===== config.mk =====
export PLATFORM = sky130hd
export DESIGN_NAME = credit_sender
export DESIGN_NICKNAME = d
export VERILOG_FILES = /design/src/rtl/credit_sender.sv
export SDC_FILE = /design/constraint.sdc
export NUM_CORES = 1
export LEC_CHECK = 0
export CORE_AREA = 2 2 39 41
export CTS_BUF_LIST = sky130_fd_sc_hd__clkbuf_4 sky130_fd_sc_hd__clkbuf_8
export CTS_CLUSTER_DIAMETER = 50
export DETAILED_ROUTE_END_ITERATION = 10
export DIE_AREA = 0 0 41 43
export GPL_TIMING_DRIVEN = 0
export PLACE_DENSITY = 0.67
export RECOVER_POWER = 50
export SYNTH_ARGS = -nofsm -noshare
export SYNTH_HDL_FRONTEND = slang
export SYNTH_SLANG_ARGS = --single-unit

===== constraint.sdc =====
create_clock -name clk -period 1.5 [get_ports clk]
set_input_delay 0.3 -clock clk [delete_from_list [all_inputs] [get_ports clk]]
set_output_delay 0.3 -clock clk [all_outputs]
set_load 0.05 [all_outputs]

===== src/rtl/credit_sender.sv =====
// credit_sender: transmit-side endpoint of a credit-based link.
//
// Accepts words from an upstream valid/ready source and forwards each one to
// a downstream capacity queue as a one-cycle valid pulse. Each send consumes
// one credit. The receiver returns one credit pulse per dequeue, so the local
// credit count mirrors the queue's free capacity and the queue is never
// overrun.
//
// Ports:
//   clk           system clock, rising edge
//   reset         asynchronous, active-high reset
//   data_in       upstream data word
//   valid_in      upstream word valid
//   ready_in      block can accept a word this cycle (decoded from state only)
//   data_out      registered word toward the queue's enq data input
//   valid_out     one-cycle send pulse, drives the queue's enq
//   credit_in     one-cycle credit return pulse from the receiver's deq
//   credits       current credit count
//   stall         high while credits are exhausted
//   overflow_err  sticky: a credit came back while credits == DEPTH
module credit_sender #(
    parameter int unsigned  WIDTH = 1,
    parameter int unsigned  DEPTH = 4,
    localparam int unsigned CW    = $clog2(DEPTH + 1)
) (
    input  logic             clk,
    input  logic             reset,
    input  logic [WIDTH-1:0] data_in,
    input  logic             valid_in,
    output logic             ready_in,
    output logic [WIDTH-1:0] data_out,
    output logic             valid_out,
    input  logic             credit_in,
    output logic [CW-1:0]    credits,
    output logic             stall,
    output logic             overflow_err
);

    typedef enum logic [1:0] {
        StInit,
        StRun,
        StEmpty
    } state_e;

    localparam logic [CW-1:0] FullCredits = CW'(DEPTH);

    state_e        state;
    logic          send;
    logic          credit_ret;
    logic          overflow_hit;
    logic [CW-1:0] credits_next;

    // Handshake outputs come straight from the state register, so neither
    // valid_in nor credit_in can reach ready_in combinationally.
    assign ready_in = (state == StRun);
    assign stall    = (state == StEmpty);

    assign send = valid_in & ready_in;

    // Credits are not yet loaded in INIT; a return there is meaningless.
    assign credit_ret = credit_in & (state != StInit);

    always_comb begin
        credits_next = credits;
        overflow_hit = 1'b0;
        if (send && !credit_ret) begin
            credits_next = credits - 1'b1;
        end else if (!send && credit_ret) begin
            if (credits == FullCredits) begin
                overflow_hit = 1'b1;  // saturate and flag
            end else begin
                credits_next = credits + 1'b1;
            end
        end
    end

    always_ff @(posedge clk or posedge reset) begin
        if (reset) begin
            state        <= StInit;
            credits      <= '0;
            valid_out    <= 1'b0;
            data_out     <= '0;
            overflow_err <= 1'b0;
        end else begin
            valid_out <= send;
            if (send) begin
                data_out <= data_in;
            end
            if (overflow_hit) begin
                overflow_err <= 1'b1;
            end
            case (state)
                StInit: begin
                    credits <= FullCredits;
                    state   <= StRun;
                end
                default: begin
                    credits <= credits_next;
                    state   <= (credits_next == '0) ? StEmpty : StRun;
                end
            endcase
        end
    end

endmodule


# After elaboration in Yosys (flattened, before gate mapping)
# Cells that the tools add are included.
totals:
  wordCells: 28
  ff_bits: 8
  inputBits: 5
  out_inout_bits: 8
classes:
  bitwise_logic: 2
  add_sub_neg: 2
  n_reduce_logical: 7
  muxes: 9
  eq_ne: 3
op_table:
  columns: ["operator", "count"]
  rows:
  - ["$mux 3", 4]
  - ["$mux 2", 2]
  - ["$add 3x1->3 const B", 1]
  - ["$eq 3x3->1 const B", 1]
  - ["$logic_not 3->1", 1]
  - ["$mux 1", 3]
  - ["$sub 3x1->3 const B", 1]
  - ["$and 1x1->1", 2]
  - ["$eq 2x1->1 const B", 1]
  - ["$eq 2x2->1 const B", 1]
  - ["$logic_and 1x1->1", 2]
  - ["$logic_not 1->1", 2]
  - ["$logic_not 2->1", 1]
  - ["$reduce_bool 2->1", 1]

# Longest topological paths before layout
logic_depth:
  ltp_word: 9
  depth_mapped: 7

# Least setup slack after synthesis
# No wires, ideal clock.
synth_timing:
  kind: "flip-flop to flip-flop"
  startpoint: "register credits[0]"
  endpoint: "register state[1]"
  t_required_ns: 1.433
  period_less_slack_ns: 1.826
  path_stages_with_launch: 7
  setup_ns: 0.067
  path_slack_ns: -0.326
  arrival_ns: 1.759
  cell_sequence: "dfrtp_1 inv_1 ha_1 nand2_1 o21ai_0 a221oi_2 and3b_1"
synth_between:
  elab_chain_cells: 7
  word_cells_on_any_way: 9
  classes_between: "add/sub (2); eq/ne (1); mux (5); reduce/logical (1)"
synth_rtl:
  columns: ["item", "line", "source"]
  rows:
  - ["start, declared", "34", "output logic [CW-1:0] credits,"]
  - ["start signal, assigned", "94", "credits <= FullCredits;"]
  - ["start signal, assigned", "98", "credits <= credits_next;"]
  - ["$add 3x1->3 / $eq 3x3->1 (equally long branches)", "72, 69", null]
  - ["$mux 3", "69", "if (credits == FullCredits) begin"]
  - ["$mux 3", "68", "end else if (!send && credit_ret) begin"]
  - ["$mux 3 (*)", "66", "if (send && !credit_ret) begin"]
  - ["$logic_not 3->1 (*)", "99", "state <= (credits_next == '0) ? StEmpty : StRun;"]
  - ["$mux 2 (*)", "99", null]
  - ["$mux 2 (*)", "92", "case (state)"]
  - ["end signal, assigned", "79", "state <= StInit;"]
  - ["end signal, assigned", "95", "state <= StRun;"]
  - ["end signal, assigned", "99", null]
  - ["end, declared", "47", "state_e state;"]
# Mark *: on every way between the ends. The rest lies on a longest branch, timed or not.
# A chain may end at the register's enable or synchronous reset.

# Worst setup path after layout
layout_timing:
  startpoint: "register credits[1]"
  endpoint: "register state[1]"
# The elaborated chain is that of the path after synthesis.

==> metrics.md <==
| Metric | Value |
|---|---|
| Setup crit end kind | `flip-flop` |
| Synth Area in Simple Gates | `22.9%` |
| IO buf count | `12` |
| Worst skew pair latency | `0.25 ns` |
| CP arrival | `1.70 ns` |
| Seq/Total Area, Yosys | `39.3%` |
| Layout Nets | `78` |
| RD Place Congestion | `0.687` |
| Min Tclk post-route | `1.51 ns` |
| Post-DR vias/cell | `5.08` |
| Worst slew pin tran | `0.493 ns` |
| CTS tree | `yes` |
| Boundary pin count | `13` |
| Worst clock skew | `0.00304 ns` |
| Largest net degree at the start of global routing | `11` |
| MaxCap Viol Count | `0` |
| Max Fanout on Critical Path | `4` |
| Syn Nets | `57` |
| Violated checks | `setup timing` |
| Die Span Y | `43 um` |
| Final Setup Violations | `1` |
| Crit path cell chain | `inv_2 -> ha_4 -> nand2_2 -> a21o_1 -> a32oi_2 -> xnor2_2 -> and3b_1` |
| Synthesized-area fraction occupied by adder cells | `7.37%` |
| Pwr dens | `2110 nW/um^2` |
| CTS Root Cell | `clkbuf_4` |
| Max IR drop VDD | `0.807 mV` |
| Relative slew slack | `67.3%` |
| GRT Residual Overflow | `0` |
| Crit Path Category | `reg2reg` |
| Post-layout util | `54.6%` |
| Antenna fix cells | `0` |
| Die span in x | `41 um` |
| CTS Buffer Depth | `2` |
| Total track usage | `14.3%` |
| Vias | `432` |
| Core ar. | `1380 sq um` |
| Final Non-Filler Cells | `85` |
| Share of cells above drive strength 1 | `46.4%` |
| Max-slew violation count | `0` |
| Fin. Hold Viols | `0` |
| Clock sink count | `8` |
| XOR/XNOR share of the synthesized area | `1.72%` |
| Clock slew at reported path FFs | `0.05 ns` |
| CTS Buf Count | `3` |
| Initial Util | `36.8%` |
| Post-route antenna net violation count | `0` |
| Vias in the first global route | `399` |
| DRT Pass-1 Iters | `2` |
| Die ar. | `1760 sq um` |
| Post-Synthesis Cells | `49` |
| Hold Path Class | `in2async` |
| Fillcell total | `125` |
| Drt drc | `0` |
| Antenna violations before repair | `0` |
| First-pass GRT wire length | `1.65 mm` |
| CP Launch Type | `flip-flop` |
| Crit path required time | `1.68 ns` |
| CP peak stage delay | `0.43 ns` |
| Syn avg cell area | `10.4 sq um` |
| RSZ-0062 raised after global routing | `true` |
| Synthesis Warnings | `0` |
| Static Leak | `0.350 nW` |
| Post-DP Area | `672 sq um` |
| Critical-path top delay cell | `dfrtp_2` |
| Compound-Gate Fraction of Synth Area | `18.4%` |
| Largest family of logic cells by synthesized area | `simple AND/OR/NAND/NOR gates` |
| Worst reg-to-reg setup slack | `-0.01 ns` |
| Reg2reg start | `credits[1]` |
| Hpwl dp | `786 um` |
| Synth unique cells | `29` |
| Worst reg-to-reg path cell count | `7` |
| Pre-CTS WS | `-0.428 ns` |
| Setup TNS | `-0.0138 ns` |
| Fin crit share | `101%` |
| Final instance area | `756 sq um` |
| H-tree lvl count | `1` |
| Status | `finished, violations left` |
| Synthesized flop and latch total | `8` |
| Mux contribution to synthesized area | `4.18%` |
| Max Clock Freq | `661 MHz` |
| Setup ws final | `-0.0138 ns` |
| Synthesized area | `509 sq um` |
| Final wirelength | `1.08 mm` |
| Row cnt | `14` |
| Drt first-iter violations | `5` |
| CTS Hold Buffers Added | `0` |
| R2r endpoint | `state[1]` |
| Area Overhead vs Synth | `48.4%` |
| Routed len/inst | `12.7 um` |
| Cells after DPL | `77` |
==> cell type report <==
class	instances	area [sq um]	area share, %
Multi-Input combinational cell	35	319	42.2
Sequential cell	8	204	27.0
Timing Repair Buffer	16	146	19.4
Clock buffer	4	30.0	3.97
Tap cell	16	20.0	2.65
Buffer	2	18.8	2.48
Inverter	4	17.5	2.32
==> layer usage <==
metal,routed length (um),global-route usage [%],part of all wire (%),up-vias
met3,49,4.71,4.5,2
met4,19,10.0,1.8,0
met5,0,0,0,-
met2,597,21.6,55,11
met1,414,15.8,38,206
li1,-,-,-,213
==> layout by cell type, fill, tap and decap left out, types with 2 or more instances in the layout <==
cell type | synthesis | routed
and3b_1 | 2 | 2
inv_1 | 4 | 2
dfrtp_1 | 8 | 5
buf_4 | 0 | 7
dlygate4sd2_1 | 0 | 4
clkbuf_4 | 0 | 4
dlymetal6s2s_1 | 0 | 2
dfrtp_2 | 0 | 3
nor2b_2 | 1 | 3
nor2_1 | 3 | 3
ha_1 | 3 | 2
nor2b_1 | 4 | 2
nand2_1 | 3 | 2
==> report_power, final <==
group	leakage [nW]	internal, mW	switching, mW
logic	0.242	0.415	0.599
clock network	0.0184	0.119	0.0666
registers	0.0891	0.305	0.0902
==> critical path: cells and delay by family, from the launching register on <==
family,cells,cell delay [ns]
flops,1,0.43
compound gates,2,0.36
simple gates,2,0.24
xor+xnor,1,0.16
fa+ha+maj,1,0.15
buf+inv,1,0.09
==> cells in the mapped netlist <==
master / number / area share, %
o2111ai_1: 1 / 1.7
a41o_2: 1 / 2.2
nand3_1: 1 / 0.98
and3b_1: 2 / 3.4
a31oi_1: 1 / 1.2
o22ai_1: 1 / 1.2
mux2_2: 1 / 2.2
o21ai_0: 1 / 0.98
a21o_1: 1 / 1.5
a21oi_1: 1 / 0.98
or2_2: 1 / 1.2
nor2_1: 3 / 2.2
dfrtp_1: 8 / 39
inv_1: 4 / 2.9
nor2b_1: 4 / 4.9
nor3b_2: 1 / 2.5
xnor2_1: 1 / 1.7
a21boi_1: 1 / 1.5
nand4bb_1: 1 / 2.2
ha_1: 3 / 7.4
a32oi_2: 1 / 3.2
buf_2: 1 / 0.98
buf_6: 1 / 2.2
o21ai_1: 1 / 0.98
a221oi_2: 1 / 2.9
nand3b_1: 1 / 1.5
nor2b_2: 1 / 1.7
mux2i_1: 1 / 2.0
nand2_1: 3 / 2.2
==> what timing repair did <==
item,4_1_cts,5_1_grt
resized for setup,20,13
setup buffers,0,4
endpoints found under the setup margin,11,9
pin swaps,0,5
==> cell families (layout without fill, tap and decap cells) <==
logic type,count (synthesis),in the layout
compound gates,11,11
xor+xnor,1,1
fa+ha+maj,3,3
buf+inv,6,26
flops,8,8
mux,2,2
simple gates,18,18
==> sequential cells by signal (all words and copies together), names as in the netlist <==
| name | cells |
|---|---|
| credits | 3 |
| data_out | 1 |
| overflow_err | 1 |
| state | 2 |
| valid_out | 1 |
==> worst max path at each step <==
stage	startpoint	to	slack, ns	cells past startpoint
after floorplan	credits[1]	state[1]	-0.1	6
after global placement	valid_in	state[1]	-0.42	6
after detailed placement	valid_in	state[1]	-0.43	6
after CTS	valid_in	state[1]	-0.11	6
after global routing	credits[1]	state[1]	-0.09	7
final	credits[1]	state[1]	-0.01	7
==> metrics by stage <==
| stage | power (mW) | hold slack [ns] |
|---|---|---|
| CTS | 1.51 | 0.290 |
| global route | 1.71 | 0.453 |
| global placement | 1.33 | 0.457 |
| finish | 1.59 | 0.429 |
| floorplan | 1.08 | 0.116 |
| detailed placement | 1.35 | 0.458 |
Note: power is estimated with default switching activity, not from simulation.
